--- src/rtl/sc_timer_backg_if.sv ---
// sc_timer_backg_if -- timer bus between the background shift controller
// (master: drives clear/upcount) and the timer responder (slave: returns
// the T0 pulse plus the count and level observation outputs).
interface sc_timer_backg_if #(
  parameter int COUNT_WIDTH = 24
);
  logic                   SC_TIMER_BACKG_clear_InLow;
  logic                   SC_TIMER_BACKG_upcount_InLow;
  logic                   SC_TIMER_BACKG_T0_OutLow;
  logic [COUNT_WIDTH-1:0] SC_TIMER_BACKG_count_Out;
  logic [3:0]             SC_TIMER_BACKG_level_Out;

  modport master (
    output SC_TIMER_BACKG_clear_InLow,
    output SC_TIMER_BACKG_upcount_InLow,
    input  SC_TIMER_BACKG_T0_OutLow,
    input  SC_TIMER_BACKG_count_Out,
    input  SC_TIMER_BACKG_level_Out
  );

  modport slave (
    input  SC_TIMER_BACKG_clear_InLow,
    input  SC_TIMER_BACKG_upcount_InLow,
    output SC_TIMER_BACKG_T0_OutLow,
    output SC_TIMER_BACKG_count_Out,
    output SC_TIMER_BACKG_level_Out
  );
endinterface

--- src/rtl/sc_timer_backg.sv ---
// sc_timer_backg -- timeout responder for the background shift controller.
// Counts enabled cycles (upcount low) up to period-1, then wraps to 0 and
// emits a one-cycle active-low T0 pulse. Clear (active low) restarts it.
// Optional feature macro: SC_TIMER_BACKG_SPEEDUP_EN -- every LEVEL_PULSES-th
// wrap shortens the period by PERIOD_STEP (floored at PERIOD_MIN) and bumps
// the 4-bit speed level. Without the macro the period is fixed at
// PERIOD_INIT and the level output is constant 0.
module sc_timer_backg #(
  parameter int COUNT_WIDTH  = 24,
  parameter int PERIOD_INIT  = 12500000,
  parameter int PERIOD_MIN   = 2500000,
  parameter int PERIOD_STEP  = 1250000,
  parameter int LEVEL_PULSES = 8
) (
  input  logic              SC_TIMER_BACKG_CLOCK_50,
  input  logic              SC_TIMER_BACKG_RESET_InHigh,
  sc_timer_backg_if.slave   tmr_bus
);

  // Reject parameter sets the counter cannot honour.
  if ((PERIOD_INIT < PERIOD_MIN) || (PERIOD_MIN < 2) || (LEVEL_PULSES < 1) ||
      (PERIOD_STEP < 0) || (longint'(PERIOD_INIT) >= (longint'(1) << COUNT_WIDTH))) begin : g_param_check
    $fatal(1, "sc_timer_backg: illegal parameter set");
  end

  localparam logic [COUNT_WIDTH-1:0] P_INIT   = COUNT_WIDTH'(PERIOD_INIT);
  localparam logic [COUNT_WIDTH-1:0] CNT_ZERO = COUNT_WIDTH'(0);
  localparam logic [COUNT_WIDTH-1:0] CNT_ONE  = COUNT_WIDTH'(1);

  typedef enum logic [1:0] {
    ST_IDLE = 2'd0,
    ST_RUN  = 2'd1,
    ST_FIRE = 2'd2
  } state_t;

  state_t                 state_r;
  state_t                 state_next_s;
  logic [COUNT_WIDTH-1:0] count_r;
  logic [COUNT_WIDTH-1:0] count_next_s;
  logic                   t0_r;
  logic                   t0_next_s;
  logic                   wrap_s;
  logic [COUNT_WIDTH-1:0] period_s;

  logic clear_s;
  logic enable_s;
  assign clear_s  = ~tmr_bus.SC_TIMER_BACKG_clear_InLow;
  assign enable_s = ~tmr_bus.SC_TIMER_BACKG_upcount_InLow;

  // Next-state, next-count and next-T0 decode; clear overrides any wrap.
  always_comb begin
    state_next_s = state_r;
    count_next_s = count_r;
    t0_next_s    = 1'b1;
    wrap_s       = 1'b0;
    if (clear_s) begin
      state_next_s = ST_IDLE;
      count_next_s = CNT_ZERO;
    end else begin
      case (state_r)
        ST_IDLE: begin
          // Leaving IDLE takes one edge; counting starts in RUN.
          state_next_s = ST_RUN;
          count_next_s = CNT_ZERO;
        end
        ST_RUN: begin
          if (enable_s) begin
            if (count_r == (period_s - CNT_ONE)) begin
              count_next_s = CNT_ZERO;
              wrap_s       = 1'b1;
              state_next_s = ST_FIRE;
              t0_next_s    = 1'b0;
            end else begin
              count_next_s = count_r + CNT_ONE;
            end
          end else begin
            // Held at period-1 the wrap stays pending until re-enabled.
            count_next_s = count_r;
          end
        end
        ST_FIRE: begin
          // Keep counting through the pulse cycle so no cycle is lost.
          state_next_s = ST_RUN;
          if (enable_s) begin
            count_next_s = count_r + CNT_ONE;
          end else begin
            count_next_s = count_r;
          end
        end
        default: begin
          state_next_s = ST_IDLE;
          count_next_s = CNT_ZERO;
        end
      endcase
    end
  end

  // State, count and registered T0 pulse; reset aborts any pending pulse.
  always_ff @(posedge SC_TIMER_BACKG_CLOCK_50) begin
    if (SC_TIMER_BACKG_RESET_InHigh) begin
      state_r <= ST_IDLE;
      count_r <= CNT_ZERO;
      t0_r    <= 1'b1;
    end else begin
      state_r <= state_next_s;
      count_r <= count_next_s;
      t0_r    <= t0_next_s;
    end
  end

`ifdef SC_TIMER_BACKG_SPEEDUP_EN
  localparam int                     PCW    = (LEVEL_PULSES > 1) ? $clog2(LEVEL_PULSES) : 1;
  localparam logic [PCW-1:0]         P_LAST = PCW'(LEVEL_PULSES - 1);
  localparam logic [PCW-1:0]         P_ZERO = PCW'(0);
  localparam logic [PCW-1:0]         P_ONE  = PCW'(1);
  localparam logic [COUNT_WIDTH-1:0] P_MIN  = COUNT_WIDTH'(PERIOD_MIN);
  localparam logic [COUNT_WIDTH-1:0] P_STEP = COUNT_WIDTH'(PERIOD_STEP);

  logic [COUNT_WIDTH-1:0] period_r;
  logic [COUNT_WIDTH-1:0] period_next_s;
  logic [3:0]             level_r;
  logic [3:0]             level_next_s;
  logic [PCW-1:0]         pulse_r;
  logic [PCW-1:0]         pulse_next_s;

  // Speed-step decode: count wraps, step the period on every LEVEL_PULSES-th.
  always_comb begin
    period_next_s = period_r;
    level_next_s  = level_r;
    pulse_next_s  = pulse_r;
    if (clear_s) begin
      period_next_s = P_INIT;
      level_next_s  = 4'd0;
      pulse_next_s  = P_ZERO;
    end else if (wrap_s) begin
      if (pulse_r == P_LAST) begin
        pulse_next_s = P_ZERO;
        if (period_r != P_MIN) begin
          // Compare the headroom first so the subtraction never underflows.
          if ((period_r - P_MIN) > P_STEP) begin
            period_next_s = period_r - P_STEP;
          end else begin
            period_next_s = P_MIN;
          end
          if (level_r != 4'd15) begin
            level_next_s = level_r + 4'd1;
          end else begin
            level_next_s = level_r;
          end
        end else begin
          period_next_s = period_r;
        end
      end else begin
        pulse_next_s = pulse_r + P_ONE;
      end
    end else begin
      pulse_next_s = pulse_r;
    end
  end

  // Period, level and wrap-counter registers.
  always_ff @(posedge SC_TIMER_BACKG_CLOCK_50) begin
    if (SC_TIMER_BACKG_RESET_InHigh) begin
      period_r <= P_INIT;
      level_r  <= 4'd0;
      pulse_r  <= P_ZERO;
    end else begin
      period_r <= period_next_s;
      level_r  <= level_next_s;
      pulse_r  <= pulse_next_s;
    end
  end

  assign period_s                         = period_r;
  assign tmr_bus.SC_TIMER_BACKG_level_Out = level_r;
`else
  assign period_s                         = P_INIT;
  assign tmr_bus.SC_TIMER_BACKG_level_Out = 4'd0;
`endif

  assign tmr_bus.SC_TIMER_BACKG_T0_OutLow = t0_r;
  assign tmr_bus.SC_TIMER_BACKG_count_Out = count_r;

endmodule

--- src/flat_wrapper.sv ---
// flat-port wrapper written by rule: the top's interface ports become plain ports
module sc_timer_backg_flat 
#(
  parameter int COUNT_WIDTH  = 24,
  parameter int PERIOD_INIT  = 12500000,
  parameter int PERIOD_MIN   = 2500000,
  parameter int PERIOD_STEP  = 1250000,
  parameter int LEVEL_PULSES = 8
)
  (SC_TIMER_BACKG_CLOCK_50, SC_TIMER_BACKG_RESET_InHigh, tmr_bus_SC_TIMER_BACKG_clear_InLow, tmr_bus_SC_TIMER_BACKG_upcount_InLow, tmr_bus_SC_TIMER_BACKG_T0_OutLow, tmr_bus_SC_TIMER_BACKG_count_Out, tmr_bus_SC_TIMER_BACKG_level_Out);
  sc_timer_backg_if #(.COUNT_WIDTH(COUNT_WIDTH)) tmr_bus_i ();
  input  logic SC_TIMER_BACKG_CLOCK_50;
  input  logic SC_TIMER_BACKG_RESET_InHigh;
  input wire logic [$bits(tmr_bus_i.SC_TIMER_BACKG_clear_InLow)-1:0] tmr_bus_SC_TIMER_BACKG_clear_InLow;
  input wire logic [$bits(tmr_bus_i.SC_TIMER_BACKG_upcount_InLow)-1:0] tmr_bus_SC_TIMER_BACKG_upcount_InLow;
  output wire logic [$bits(tmr_bus_i.SC_TIMER_BACKG_T0_OutLow)-1:0] tmr_bus_SC_TIMER_BACKG_T0_OutLow;
  output wire logic [$bits(tmr_bus_i.SC_TIMER_BACKG_count_Out)-1:0] tmr_bus_SC_TIMER_BACKG_count_Out;
  output wire logic [$bits(tmr_bus_i.SC_TIMER_BACKG_level_Out)-1:0] tmr_bus_SC_TIMER_BACKG_level_Out;
  assign tmr_bus_i.SC_TIMER_BACKG_clear_InLow = tmr_bus_SC_TIMER_BACKG_clear_InLow;
  assign tmr_bus_i.SC_TIMER_BACKG_upcount_InLow = tmr_bus_SC_TIMER_BACKG_upcount_InLow;
  assign tmr_bus_SC_TIMER_BACKG_T0_OutLow = tmr_bus_i.SC_TIMER_BACKG_T0_OutLow;
  assign tmr_bus_SC_TIMER_BACKG_count_Out = tmr_bus_i.SC_TIMER_BACKG_count_Out;
  assign tmr_bus_SC_TIMER_BACKG_level_Out = tmr_bus_i.SC_TIMER_BACKG_level_Out;
  sc_timer_backg #(.COUNT_WIDTH(COUNT_WIDTH), .PERIOD_INIT(PERIOD_INIT), .PERIOD_MIN(PERIOD_MIN), .PERIOD_STEP(PERIOD_STEP), .LEVEL_PULSES(LEVEL_PULSES)) u_core (.SC_TIMER_BACKG_CLOCK_50(SC_TIMER_BACKG_CLOCK_50), .SC_TIMER_BACKG_RESET_InHigh(SC_TIMER_BACKG_RESET_InHigh), .tmr_bus(tmr_bus_i));
endmodule
--- config.mk ---
export PLATFORM = sky130hd
export DESIGN_NAME = sc_timer_backg_flat
export DESIGN_NICKNAME = d
export VERILOG_FILES = /design/src/rtl/sc_timer_backg_if.sv /design/src/rtl/sc_timer_backg.sv /design/src/flat_wrapper.sv
export SDC_FILE = /design/constraint.sdc
export NUM_CORES = 1
export LEC_CHECK = 0
export ABC_AREA = 0
export CAP_MARGIN = 20
export CORE_MARGIN = 3
export CORE_UTILIZATION = 40
export DETAILED_ROUTE_END_ITERATION = 10
export PLACE_DENSITY = 0.66
export SLEW_MARGIN = 20
export SYNTH_ARGS = -nofsm -noshare
export SYNTH_HDL_FRONTEND = slang
export SYNTH_SLANG_ARGS = --single-unit
--- constraint.sdc ---
create_clock -name SC_TIMER_BACKG_CLOCK_50 -period 2 [get_ports SC_TIMER_BACKG_CLOCK_50]
set_input_delay 0.4 -clock SC_TIMER_BACKG_CLOCK_50 [delete_from_list [all_inputs] [get_ports SC_TIMER_BACKG_CLOCK_50]]
set_output_delay 0.4 -clock SC_TIMER_BACKG_CLOCK_50 [all_outputs]
set_load 0.02 [all_outputs]
### Word-level counts from Yosys, hierarchy flattened

Cells that the tools add are included.

* register bits: 27
* logic and storage cells: 26
* bits of input ports: 4
* output and inout bits: 29

* equality and inequality tests: 6
* reductions and logical operators: 6
* multiplexer cells: 8
* bitwise gates (word level): 2
* add/subtract/negate cells: 1

Operators with widths (number)
* 24-bit two-way mux: 3
* 24-bit one-hot mux with 2 select lines: 1
* 24-bit by 1-bit adder with 24-bit output, second input constant: 1
* 24-bit == test, second input constant: 1
* 2-bit two-way mux: 2
* 2-bit != test, second input constant: 2
* 2-bit one-hot mux with 2 select lines: 1
* 2-bit AND reduction: 2
* 2-bit OR reduction: 2
* 4-bit OR reduction: 1
* 2-bit by 1-bit == test with 1-bit output, second input constant: 1
* 2-bit == test, second input constant: 1
* 2-bit zero test: 1
* 2-bit by 1-bit != test with 1-bit output, second input constant: 1
* 1-bit inverter: 2
* 1-bit two-way mux: 1

### Longest topological paths before layout

* depth in word-level cells: 4
* depth in mapped cells: 7
* mapped depth without buffers: 7

### Worst setup path after synthesis

OpenSTA, ideal clock, no wires.

* kind: register to register
* start: reg u_core.state_r[0]
* end: reg u_core.count_r[7] (netlist: u_core.tmr_bus.SC_TIMER_BACKG_count_Out[7])
* slack: 0.168 ns
* period minus slack after synthesis: 1.832 ns
* setup time: 0.070 ns
* cell stages (with the launch flop): 7
* path buffers: 0
* data required time: 1.930 ns
* data arrival time: 1.762 ns
* cells stage by stage: dfxtp_1 inv_1 ha_1 o21a_1 or3_1 or3_1 a21oi_1

* longest elaborated chain between the ends: 3
* elaborated cells between the ends (all ways): 6
* those cells by class: eq/ne (4); mux (1); reduce/logical (1)

Ends and longest elaborated chain
* from (decl): RTL line sc_timer_backg.sv:36 `state_t state_r;`
* from (signal assigned): RTL line sc_timer_backg.sv:105 `state_r <= state_next_s;`
* 2-bit == test / 2-bit by 1-bit == test with 1-bit output (equally long branches): RTL line sc_timer_backg.sv:60 `case (state_r)`
* 2-bit != test (no line)
* 2-bit AND reduction (no line)
* to (signal assigned): RTL line sc_timer_backg.sv:106 `count_r <= count_next_s;`
* to (decl): RTL line sc_timer_backg.sv:38 `logic [COUNT_WIDTH-1:0] count_r;`

Parallel ways exist; a longest one is shown, timed or not.
A chain may end at the register's enable or synchronous reset.

### Worst setup path in the final report

* start: reg u_core.count_r[8] (netlist: u_core.tmr_bus.SC_TIMER_BACKG_count_Out[8])
* end: reg u_core.count_r[7] (netlist: u_core.tmr_bus.SC_TIMER_BACKG_count_Out[7])

* longest elaborated chain between the ends: 4

Ends and longest elaborated chain
* 24-bit == test: RTL line sc_timer_backg.sv:68 `if (count_r == (period_s - CNT_ONE)) begin`
* 24-bit two-way mux: RTL line sc_timer_backg.sv:68
* 24-bit two-way mux: RTL line sc_timer_backg.sv:67 `if (enable_s) begin`
* 24-bit one-hot mux with 2 select lines: RTL line sc_timer_backg.sv:60

Every way passes these cells. The select of a mux whose other input is x is not followed.

==> results.sh <==
export IMPL_status="completed"
export IMPL_fin_crit_sh_pct=96.0
export IMPL_r2r_slack_ns=0.08
export IMPL_grt_pass1_wl_um=5820
export IMPL_p_leak_nw=0.655
export IMPL_rr_worst_depth=4
export IMPL_n_antenna_cell=0
export IMPL_cp_max_fo=23
export IMPL_finalClockSkew_ns=0.00554
export IMPL_async_reset_ff_share_pct=0
export IMPL_die_h_um=67.4
export IMPL_wirelength_um=3400
export IMPL_critPathRequiredTime_ns=2.15
export IMPL_holdPathStages=2
export IMPL_cts_sinks=27
export IMPL_pin_count=33
export IMPL_nets=223
export IMPL_detail_route_wl_per_cell_um=13.1
export IMPL_arrival_ns=2.07
export IMPL_vias=1293
export IMPL_via_per_inst=4.99
export IMPL_p_int_mw=0.699
export IMPL_netlist_instances=168
export IMPL_cts_max_level=1
export IMPL_ant_nets=0
export IMPL_track_usage_pct=16.6
export IMPL_post_cts_resize_count=0
export IMPL_place_congestion=0.883
export IMPL_synth_seq_area_share_pct=35.9
export IMPL_hpwl_um=2570
export IMPL_rsz0062_at_grt="false"
export IMPL_hold_buffers=0
export IMPL_first_pass_iters=4
export IMPL_drive_gt1_share_pct=21.6
export IMPL_synth_top_cell_area_share_pct=35.9
export IMPL_ys_seq_elements=27
export IMPL_root_buffer="clkbuf_8"
export IMPL_yosysWarnings=0
export IMPL_clk_path_buf_depth=2
export IMPL_hold_viol_final=0
export IMPL_clkPwrFrac_pct=35.0
export IMPL_cts_tree="done"
export IMPL_period_needed_ns=1.92
export IMPL_drt_iter0_drc=47
export IMPL_swShare_pct=22.6
export IMPL_hold_class="reg -> reg"
export IMPL_clk_pin_slew_ns=0.10
export IMPL_drc=0
export IMPL_insertion_delay_ns=0.27
export IMPL_synth_area_um2=1510
export IMPL_antenna_found_initial=0
export IMPL_grt_max_degree=24
export IMPL_grt_pass1_vias=1322
export IMPL_numCtsBuffers=3
export IMPL_setup_violations=0
export IMPL_grt_ovfl_total=0
export IMPL_ys_flop_type="dfxtp_1"
export IMPL_synth_edf_count=0
export IMPL_avgSynthCellArea_um2=8.97
export IMPL_crit_type="reg -> reg"
export IMPL_fmax_mhz=521
export IMPL_end_kind="flop"
export IMPL_maxSlewViolCount=0
export IMPL_p_switching_mw=0.204
export IMPL_syn_to_final_growth_pct=29.8
export IMPL_pwr_share_comb_pct=5.2
export IMPL_ir_drop_mv=0.343
export IMPL_initial_core_util_pct=43.4
export IMPL_post_cts_setup_buffers=0
export IMPL_die_w_um=67.4
export IMPL_setup_tns_ns=0
export IMPL_sequentialPowerShare_pct=59.8
export IMPL_synth_top_area_cell="dfxtp_1"
export IMPL_core_area_um2=3470
export IMPL_powerDensity_nw_per_um2=462
export IMPL_rows=21
export IMPL_cp_start_kind="flop"
export IMPL_die_area_um2=4540
export IMPL_drv_cap=0
export IMPL_ys_types=35
export IMPL_port_buffers=28
export IMPL_p_total_mw=0.904
export IMPL_synth_area_top_cells="dfxtp_1 (36%), xor2_1 (8.7%), nor2_2 (8.3%), ha_1 (4.2%), nand3_1 (4.0%)"
routing by layer:
layer,share of wire [%],vias to the layer above,GRT usage (%)
met3,3.3,4,3.83
met5,0,-,0
met2,47,23,27.6
li1,-,666,-
met4,1.1,0,5.57
met1,49,600,21.1
power by group through the flow:
stage,sequential (mW),combinational [mW],clock [mW]
3_5_place_dp,0.553,0.0463,0
3_3_place_gp,0.553,0.0451,0
2_1_floorplan,0.554,0.0372,0
6_report,0.540,0.0468,0.316
5_1_grt,0.541,0.0518,0.345
4_1_cts,0.541,0.0465,0.326
Yosys cell counts, types with 5 or more instances:
master	n
nand3_1	12
nor2_1	13
nand2_1	12
xnor2_1	6
nand4_1	9
ha_1	5
xor2_1	15
nor2_2	20
inv_1	5
dfxtp_1	27
state kept, by name, summed over array words and instances (netlist names):
name                                     flops
u_core.state_r                               2
u_core.tmr_bus.SC_TIMER_BACKG_T0_OutLow      1
u_core.tmr_bus.SC_TIMER_BACKG_count_Out     24
cells by family (layout without fill, tap and decap cells):
| family | Yosys count | count (layout) | synth area share (%) |
|---|---|---|---|
| AND/OR/NAND/NOR | 89 | 89 | 34.7 |
| flip-flops | 27 | 27 | 35.9 |
| XOR/XNOR | 21 | 21 | 12.2 |
| AO/OA/AOI/OAI | 13 | 13 | 6.23 |
| buffers and inverters | 11 | 53 | 5.90 |
| adder cells (fa/ha/maj) | 5 | 5 | 4.15 |
| other | 1 | 4 | 0.249 |
| multiplexers | 1 | 1 | 0.664 |
layout by cell type (no fill, tap or decap), types with 3 or more instances in the layout:
cell | synthesis | routed
nor2_2 | 20 | 20
a21oi_1 | 4 | 4
clkbuf_8 | 0 | 3
nand3_1 | 12 | 12
ha_1 | 5 | 5
and3_1 | 4 | 4
nand2_1 | 12 | 12
conb_1 | 1 | 4
buf_4 | 4 | 16
xnor2_1 | 6 | 6
dfxtp_1 | 27 | 26
xor2_1 | 15 | 15
inv_1 | 5 | 5
nand4_1 | 9 | 9
nor2_1 | 13 | 13
clkdlybuf4s50_1 | 0 | 28
nor3_1 | 4 | 4
stage by stage:
| stage | util (%) | cell area, µm² | worst slack (ns) | hold slack (ns) | cells |
|---|---|---|---|---|---|
| floorplan | - | 1520 | 0.168 | 0.522 | 171 |
| global placement | 54.9 | 1910 | 0.0535 | 0.520 | 255 |
| detailed placement | 54.9 | 1910 | 0.00160 | 0.523 | 255 |
| CTS | 56.3 | 1950 | 0.0603 | 0.553 | 259 |
| global route | 56.4 | 1960 | 0.0000315 | 0.584 | 259 |
| finish | 56.4 | 1960 | 0.0806 | 0.551 | 259 |
worst paths after layout:
check                                                                  from                                           to
worst min register to register  u_core.tmr_bus.SC_TIMER_BACKG_count_Out[23]  u_core.tmr_bus.SC_TIMER_BACKG_count_Out[23]
worst min-delay path            u_core.tmr_bus.SC_TIMER_BACKG_count_Out[23]  u_core.tmr_bus.SC_TIMER_BACKG_count_Out[23]
worst max register to register   u_core.tmr_bus.SC_TIMER_BACKG_count_Out[8]   u_core.tmr_bus.SC_TIMER_BACKG_count_Out[7]
worst max-delay path             u_core.tmr_bus.SC_TIMER_BACKG_count_Out[8]   u_core.tmr_bus.SC_TIMER_BACKG_count_Out[7]
worst max-delay path: stages (launching register included):
cell,delay [ns]
dfxtp_1,0.35
or4b_1,0.57
nor3_1,0.31
a31o_4,0.47
a21oi_1,0.08
area by class of cell:
cell class	count	area (µm²)
well taps	46	57.6
inverters	5	18.8
multi-input cells	133	888
repair buffers	44	400
flip-flops and latches	27	542
clock buffers	3	41.3
clock inverters	1	7.51
fillers	322	1510
Power figures use the tool's default switching activity.
